`config.mk`:
```
export PLATFORM = sky130hd
export DESIGN_NAME = ofifo
export DESIGN_NICKNAME = d
export VERILOG_FILES = /design/src/rtl/ofifo_pkg.sv /design/src/rtl/ofifo_lane.sv /design/src/rtl/ofifo.sv
export SDC_FILE = /design/constraint.sdc
export NUM_CORES = 2
export LEC_CHECK = 0
export ABC_CLOCK_PERIOD_IN_PS = 9400
export CORE_ASPECT_RATIO = 0.7
export CORE_UTILIZATION = 50
export CTS_CLUSTER_DIAMETER = 100
export CTS_CLUSTER_SIZE = 20
export DETAILED_ROUTE_END_ITERATION = 6
export PLACE_DENSITY = 0.67
export SYNTH_ARGS = -nofsm -noshare
export SYNTH_HDL_FRONTEND = slang
export SYNTH_SLANG_ARGS = --single-unit
```
`constraint.sdc`:
```
create_clock -name clk -period 9.4 [get_ports clk]
set_input_delay 1.88 -clock clk [delete_from_list [all_inputs] [get_ports clk]]
set_output_delay 1.88 -clock clk [all_outputs]
set_load 0.02 [all_outputs]
```
`src/rtl/ofifo_pkg.sv`:
```
// Shared sizing for the PE-array output path (ofifo, SFU, PMEM write path).
package ofifo_pkg;

    localparam int unsigned def_psum_bw = 16;
    localparam int unsigned def_col     = 8;
    localparam int unsigned def_depth   = 16;

    // Pointer width carries one extra MSB so full and empty are distinguishable.
    function automatic int unsigned ptr_w(input int unsigned depth);
        return $clog2(depth) + 1;
    endfunction

endpackage

```
`src/rtl/ofifo_lane.sv`:
```
// Single-lane first-word-fall-through FIFO; one per array column.
module ofifo_lane
    import ofifo_pkg::*;
#(
    parameter int unsigned psum_bw = def_psum_bw,
    parameter int unsigned depth   = def_depth
) (
    input  logic               clk,
    input  logic               reset,
    input  logic               wr,
    input  logic               rd,
    input  logic [psum_bw-1:0] in,
    output logic [psum_bw-1:0] out,
    output logic               empty,
    output logic               full,
    output logic               drop
);

    localparam int unsigned pw = ptr_w(depth);
    localparam int unsigned aw = pw - 1;

    logic [pw-1:0]      wptr;
    logic [pw-1:0]      rptr;
    logic [psum_bw-1:0] mem [depth];
    logic               wr_ok;
    logic               rd_ok;

    assign empty = (wptr == rptr);
    assign full  = (wptr[aw-1:0] == rptr[aw-1:0]) && (wptr[aw] != rptr[aw]);
    assign rd_ok = rd && !empty;
    // A full lane still takes a write when the same-cycle pop frees a slot.
    assign wr_ok = wr && (!full || rd_ok);
    assign drop  = wr && full && !rd_ok;
    assign out   = mem[rptr[aw-1:0]];

    always_ff @(posedge clk) begin
        if (reset) begin
            wptr <= '0;
            rptr <= '0;
        end else begin
            if (wr_ok) wptr <= wptr + 1'b1;
            if (rd_ok) rptr <= rptr + 1'b1;
        end
    end

    always_ff @(posedge clk) begin
        if (!reset && wr_ok) mem[wptr[aw-1:0]] <= in;
    end

endmodule

```
`src/rtl/ofifo.sv`:
```
// Output FIFO between PE array and SFU: independent lanes, row-aligned pop.
module ofifo
    import ofifo_pkg::*;
#(
    parameter int unsigned psum_bw = def_psum_bw,
    parameter int unsigned col     = def_col,
    parameter int unsigned depth   = def_depth
) (
    input  logic                   clk,
    input  logic                   reset,
    input  logic [col-1:0]         wr,
    input  logic [psum_bw*col-1:0] in,
    input  logic                   rd,
    output logic [psum_bw*col-1:0] out,
    output logic                   o_valid,
    output logic                   o_full,
    output logic                   o_ready,
    output logic                   o_overflow
);

    logic [col-1:0]         lane_empty;
    logic [col-1:0]         lane_full;
    logic [col-1:0]         lane_drop;
    logic [psum_bw*col-1:0] lane_out;
    logic                   pop;

    assign o_valid = ~|lane_empty;
    assign o_full  = |lane_full;
    assign o_ready = ~o_full;
    assign pop     = rd & o_valid;
    assign out     = o_valid ? lane_out : '0;

    for (genvar i = 0; i < col; i++) begin : g_lane
        ofifo_lane #(
            .psum_bw (psum_bw),
            .depth   (depth)
        ) u_lane (
            .clk   (clk),
            .reset (reset),
            .wr    (wr[i]),
            .rd    (pop),
            .in    (in[psum_bw*i +: psum_bw]),
            .out   (lane_out[psum_bw*i +: psum_bw]),
            .empty (lane_empty[i]),
            .full  (lane_full[i]),
            .drop  (lane_drop[i])
        );
    end

    always_ff @(posedge clk) begin
        if (reset)           o_overflow <= 1'b0;
        else if (|lane_drop) o_overflow <= 1'b1;
    end

endmodule

```
Word level (Yosys, flattened, before mapping)
Memory sizes are Yosys's and may differ from the RTL's. A register that Yosys moved wholly into a read port is not among the register bits.
Cells that the tools add are included.

word-level totals
  flip-flop bits (word level) = 81
  bits in writable memories = 2048
  input port bits = 139
  output and inout bits = 132
  word-level logic and storage cells = 185
  memories kept = 8

memory list
  memory                words  width  read ports  clocked after Yosys merged registers in  wr ports  RTL line          RTL
  g_lane[0].u_lane.mem  16     16     1           1                                        1         ofifo_lane.sv:24  logic [psum_bw-1:0] mem [depth];
  g_lane[1].u_lane.mem  16     16     1           1                                        1         ofifo_lane.sv:24
  g_lane[2].u_lane.mem  16     16     1           1                                        1         ofifo_lane.sv:24
  g_lane[3].u_lane.mem  16     16     1           1                                        1         ofifo_lane.sv:24
  g_lane[4].u_lane.mem  16     16     1           1                                        1         ofifo_lane.sv:24
  g_lane[5].u_lane.mem  16     16     1           1                                        1         ofifo_lane.sv:24
  2 more memories       -      -      -           -                                        -         -

operators by class
  add/subtract/negate cells = 16
  equal/unequal tests = 24
  muxes and demuxes = 33
  bitwise logic cells = 2
  reductions and logical operators = 85

operators by type and width
  cell                                                           count
  128-bit 2-to-1 mux                                             1
  5-bit by 1-bit adder with 5-bit output, second input constant  16
  4-bit 2-to-1 mux                                               16
  1-bit logical AND                                              48
  5-bit equality test                                            8
  4-bit equality test                                            8
  1-bit zero test                                                26
  8-bit OR reduction                                             3
  1-bit 2-to-1 mux                                               16
  1-bit logical OR                                               8
  1-bit != test                                                  8
  1-bit AND                                                      1
  1-bit inverter                                                 1

Logic depth before layout (Yosys ltp)
  depth after elaboration = 10
  gate-level depth with buffers = 12
  gate-level depth less buffers = 7

Modules after synthesis
From an unflattened synthesis, not the netlist that was laid out.

unflattened totals
  cell total of the unflattened synthesis = 3881
  area total of the unflattened synthesis = 86292.8 um^2

by module, submodules not included
  module                              instances  cells each  area each (um^2)  seq. area each (um^2)
  ofifo_lane at g_lane[1].u_lane ...  7          448         10535.1           7967.6
  ofifo_lane at g_lane[0].u_lane      1          445         10553.9           7967.6
  ofifo                               1          300         1993.2            20.0

Worst setup path before layout
OpenSTA, ideal clock, no wires.

  path type = input -> register
  from = input port rd
  to = memory g_lane[2].u_lane.mem[10][0] in the netlist's numbering, enable pin
  setup time = 0.409 ns
  data arrival time = 4.034 ns
  required time = 8.991 ns
  path slack = 4.957 ns
  stages on the path = 5
  buffers on the path = 3
  path through = clkbuf_1 -> buf_2 -> a21oi_4 -> buf_4 -> nor3_1

between the ends
  cells in the longest elaborated chain, start to end = 7

ends and longest elaborated chain
  item                                    RTL line          RTL
  from (decl)                             ofifo.sv:13       input logic rd,
  1-bit AND                               ofifo.sv:30       assign pop = rd & o_valid;
  1-bit logical AND                       ofifo_lane.sv:30  assign rd_ok = rd && !empty;
  1-bit logical OR                        ofifo_lane.sv:32  assign wr_ok = wr && (!full || rd_ok);
  1-bit logical AND                       ofifo_lane.sv:32
  1-bit logical AND                       ofifo_lane.sv:47  if (!reset && wr_ok) mem[wptr[aw-1:0]] <= in;
  1-bit 2-to-1 mux                        ofifo_lane.sv:47
  1-bit 2-to-1 mux (implied by the code)  ofifo_lane.sv:47
  to (decl)                               ofifo_lane.sv:24

No other way between the ends.

Worst setup path in the final report
  from = register g_lane[6].u_lane.wptr[4]
  to = output port out[11]

between the ends
  cells in the longest elaborated chain, start to end = 3

ends and longest elaborated chain
  item                    RTL line          RTL
  from (decl)             ofifo_lane.sv:22  logic [pw-1:0] wptr;
  from (signal assigned)  ofifo_lane.sv:41  if (wr_ok) wptr <= wptr + 1'b1;
  5-bit equality test     ofifo_lane.sv:28  assign empty = (wptr == rptr);
  8-bit OR reduction      ofifo.sv:27       assign o_valid = ~|lane_empty;
  128-bit 2-to-1 mux      ofifo.sv:31       assign out = o_valid ? lane_out : '0;
  to (decl)               ofifo.sv:14       output logic [psum_bw*col-1:0] out,

No other way between the ends.

==> run_results.csv <==
group,metric,value,unit
status,outcome,"complete, no violations",
power,power_density,173,mW/mm²
logic_synthesis,yosysMostFrequentCell,"edfxtp_1",
run,maxCapViolations,0,
critical_path,crit_arrival,4690,ps
route,drtIter0Drc,4293,
floorplan,die_x,494,µm
critical_path,worstSetupPathType,"reg -> out",
critical_path,crit_family,"buffers and inverters",
sta,worstMarginPinSlew,1210,ps
clocking,hold_buffers,0,
critical_path,r2r_cells,9,
sta,setup_viol,0,
logic_synthesis,synth_area,0.0846,mm²
place,dpl.hpwl,103,mm
finish,num-fill-cells,12200,
logic_synthesis,synth-edff-count,2048,
grt,grt_usage,21.5,%
floorplan,fp.coreArea,0.167,mm²
power,ir_worst_vdd,0.186,mV
sta,hold_ws,455,ps
logic_synthesis,yosys.cell_types.count,42,
critical_path,path_cells,"xor2_1, inv_1, a22o_1, or4_2, inv_8, buf_4, and2_1, clkdlybuf4s50_1",
sta,finalCriticalPeriod,6570,ps
critical_path,startpoint,"g_lane[6].u_lane.wptr[4]",
finish,drive_gt1_share,26.3,%
place,gp_congestion,0.735,
clocking,cts_resized,0,
critical_path,crit_required,7520,ps
sta,tns,0,ps
logic_synthesis,synth_flop_cell,"edfxtp_1",
clocking,clk_pin_slew,90,ps
sta,final.period_utilization,69.9,%
logic_synthesis,yosys.area.top_type,"edfxtp_1",
clocking,worstSkewPairLatency,780,ps
logic_synthesis,synth_top_area_share,72.7,%
grt,grt_busiest_layer,"met2",
power,fin_total_pwr,16.3,mW
route,vias,39300,
grt,grt_pass1_wl,270,mm
logic_synthesis,ys_ff_latch,2161,
route,route.detailed.drc,0,
grt,use_met1,32.8,%
place,dp_cells,6311,
place,place_area,0.0910,mm²
logic_synthesis,synth_area_per_cell,21.7,µm²
logic_synthesis,synth-seq-area-share,75.4,%
sta,fmax,0.152,GHz
route,viasPerCell,6.05,
finish,nets,4388,
sta,hold_violations,0,
clocking,cts_root_buffer,"clkbuf_16",
critical_path,end_kind,"output pin",
grt,antenna_found_initial,25,
floorplan,ios,271,
finish,design_area,0.0943,mm²
logic_synthesis,async_flop_share,0,%
critical_path,start_kind,"flop",
floorplan,die_y,346,µm
sta,rsz0062_at_grt,"no",
logic_synthesis,synth_cells,3892,
critical_path,max_stage_delay,740,ps
floorplan,fp-row-count,125,
critical_path,slowest_stage,"or4_2",
clocking,cts.sinks,2161,
critical_path,rrSetupSlack,4610,ps
critical_path,path_buf_inv,4,
clocking,cts_buffers,118,
sta,slew_violations,0,
hold_path,whs_path_depth,2,
critical_path,cp.depth,8,
finish,syn2layout_area_growth,11.4,%
grt,met3_usage,3.87,%
clocking,max-clock-path-buffers,3,
power,leakage,28.1,nW
grt,grt_pass1_vias,39500,
logic_synthesis,synthTopCellsByCount,"edfxtp_1, mux4_2, nor3_1, and2_1, clkbuf_1",
grt,overflow,0,
route,wl_per_cell,28.1,µm
hold_path,min_path_type,"reg -> reg",
clocking,cts_setup_buffers,0,
route,ant_nets,0,
critical_path,r2r_start,"g_lane[6].u_lane.wptr[4]",
grt,grt.met2_usage,33.0,%
critical_path,cp-endpoint,"out[11]",
critical_path,path_max_fanout,133,
clocking,htreeDepth,3,
logic_synthesis,synthesis.nets,4071,
sta,finalClockSkew,27.0,ps
route,routed_wl,182,mm
finish,fin_cells,6493,
route,firstDrtPassIters,5,
logic_synthesis,yosys_warnings,0,
critical_path,worstReg2RegEnd,"g_lane[0].u_lane.mem[5][5]",
floorplan,dieArea,0.171,mm²
clocking,cts_tree,"done",
place,portBuffers,270,
logic_synthesis,synthTopCellsByArea,"edfxtp_1, mux4_2, dfxtp_1",
floorplan,start_util,50.7,%
grt,grt_max_degree,134,
sta,relSlewSlack,19.4,%
==> cell usage in the layout, fill, tap and decap left out, types with 3 or more instances in the layout <==
cell	count
a21oi_1	41
a21oi_4	8
a22o_1	4
a22oi_1	11
a311oi_1	8
a31o_2	8
and2_1	128
and3_1	5
buf_4	163
clkbuf_1	47
clkbuf_16	119
clkdlybuf4s50_1	268
dfxtp_1	97
dfxtp_2	8
dfxtp_4	8
diode_2	8
edfxtp_1	2048
ha_1	40
inv_1	35
inv_6	3
mux2_2	21
mux2i_1	8
mux4_2	640
nand2_1	24
nand2b_1	48
nand3_1	74
nand3b_1	16
nand4_1	29
nor2_1	37
nor2b_1	24
nor3_1	11
nor3_2	128
nor4_1	8
o211ai_1	11
o21ai_0	43
o21ai_1	8
or3_1	22
or3b_2	8
xor2_1	40
==> where the power goes <==
group,switching (mW),internal [mW]
registers,0.0248,10.6
clock network,2.96,2.34
logic,0.272,0.143
==> how the worst min path moves through the flow <==
stage,to,from,slack (ps)
6_report,o_overflow,o_overflow,460
5_1_grt,o_overflow,o_overflow,490
4_1_cts,o_overflow,o_overflow,470
3_5_place_dp,o_overflow,o_overflow,450
3_3_place_gp,o_overflow,o_overflow,440
2_1_floorplan,g_lane[0].u_lane.rptr[4],g_lane[0].u_lane.rptr[4],470
==> through the flow <==
step | setup WS, ps | util, %
detailed placement | 3610 | 54.5
global route | 2560 | 56.5
CTS | 2730 | 56.5
finish | 2830 | 56.5
global placement | 3660 | 54.5
floorplan | 4960 | -
==> metal layers <==
metal  wire length, µm  vias up
li1                  -    16800
met4              2680       22
met3             11700      178
met1             81200    21200
met2             86700     1127
met5               129        -
==> cells by family after synthesis <==
family,synth area share (%)
adders and majority gates,0.592
and+or+nand+nor,3.75
muxes,17.4
buffers and inverters,1.34
AOI/OAI and AO/OA,1.13
DFF,75.4
xor gates and xnor gates,0.414
==> tightest hold or removal path, cell delays in order (launching register included) <==
cell and delay (ps):
dfxtp_1 320, inv_1 50, a21oi_1 50
==> flip-flops by register name, summed over array words and instances (netlist names), named ones only <==
register	cells
g_lane.u_lane.mem	2048
g_lane.u_lane.wptr	40
o_overflow	1
g_lane.u_lane.rptr	40
==> final cells by class <==
type	count	area (µm²)	share of cell area [%]
tap	2222	2780	2.95
clock buffer	166	3150	3.35
clock inverter	8	118	0.125
multi-input combinational	1461	20300	21.6
inverter	36	143	0.151
antenna	8	20.0	0.0212
sequential	2161	63800	67.7
timing repair buffer	431	3910	4.14
Note: power is estimated with default switching activity, not from simulation.
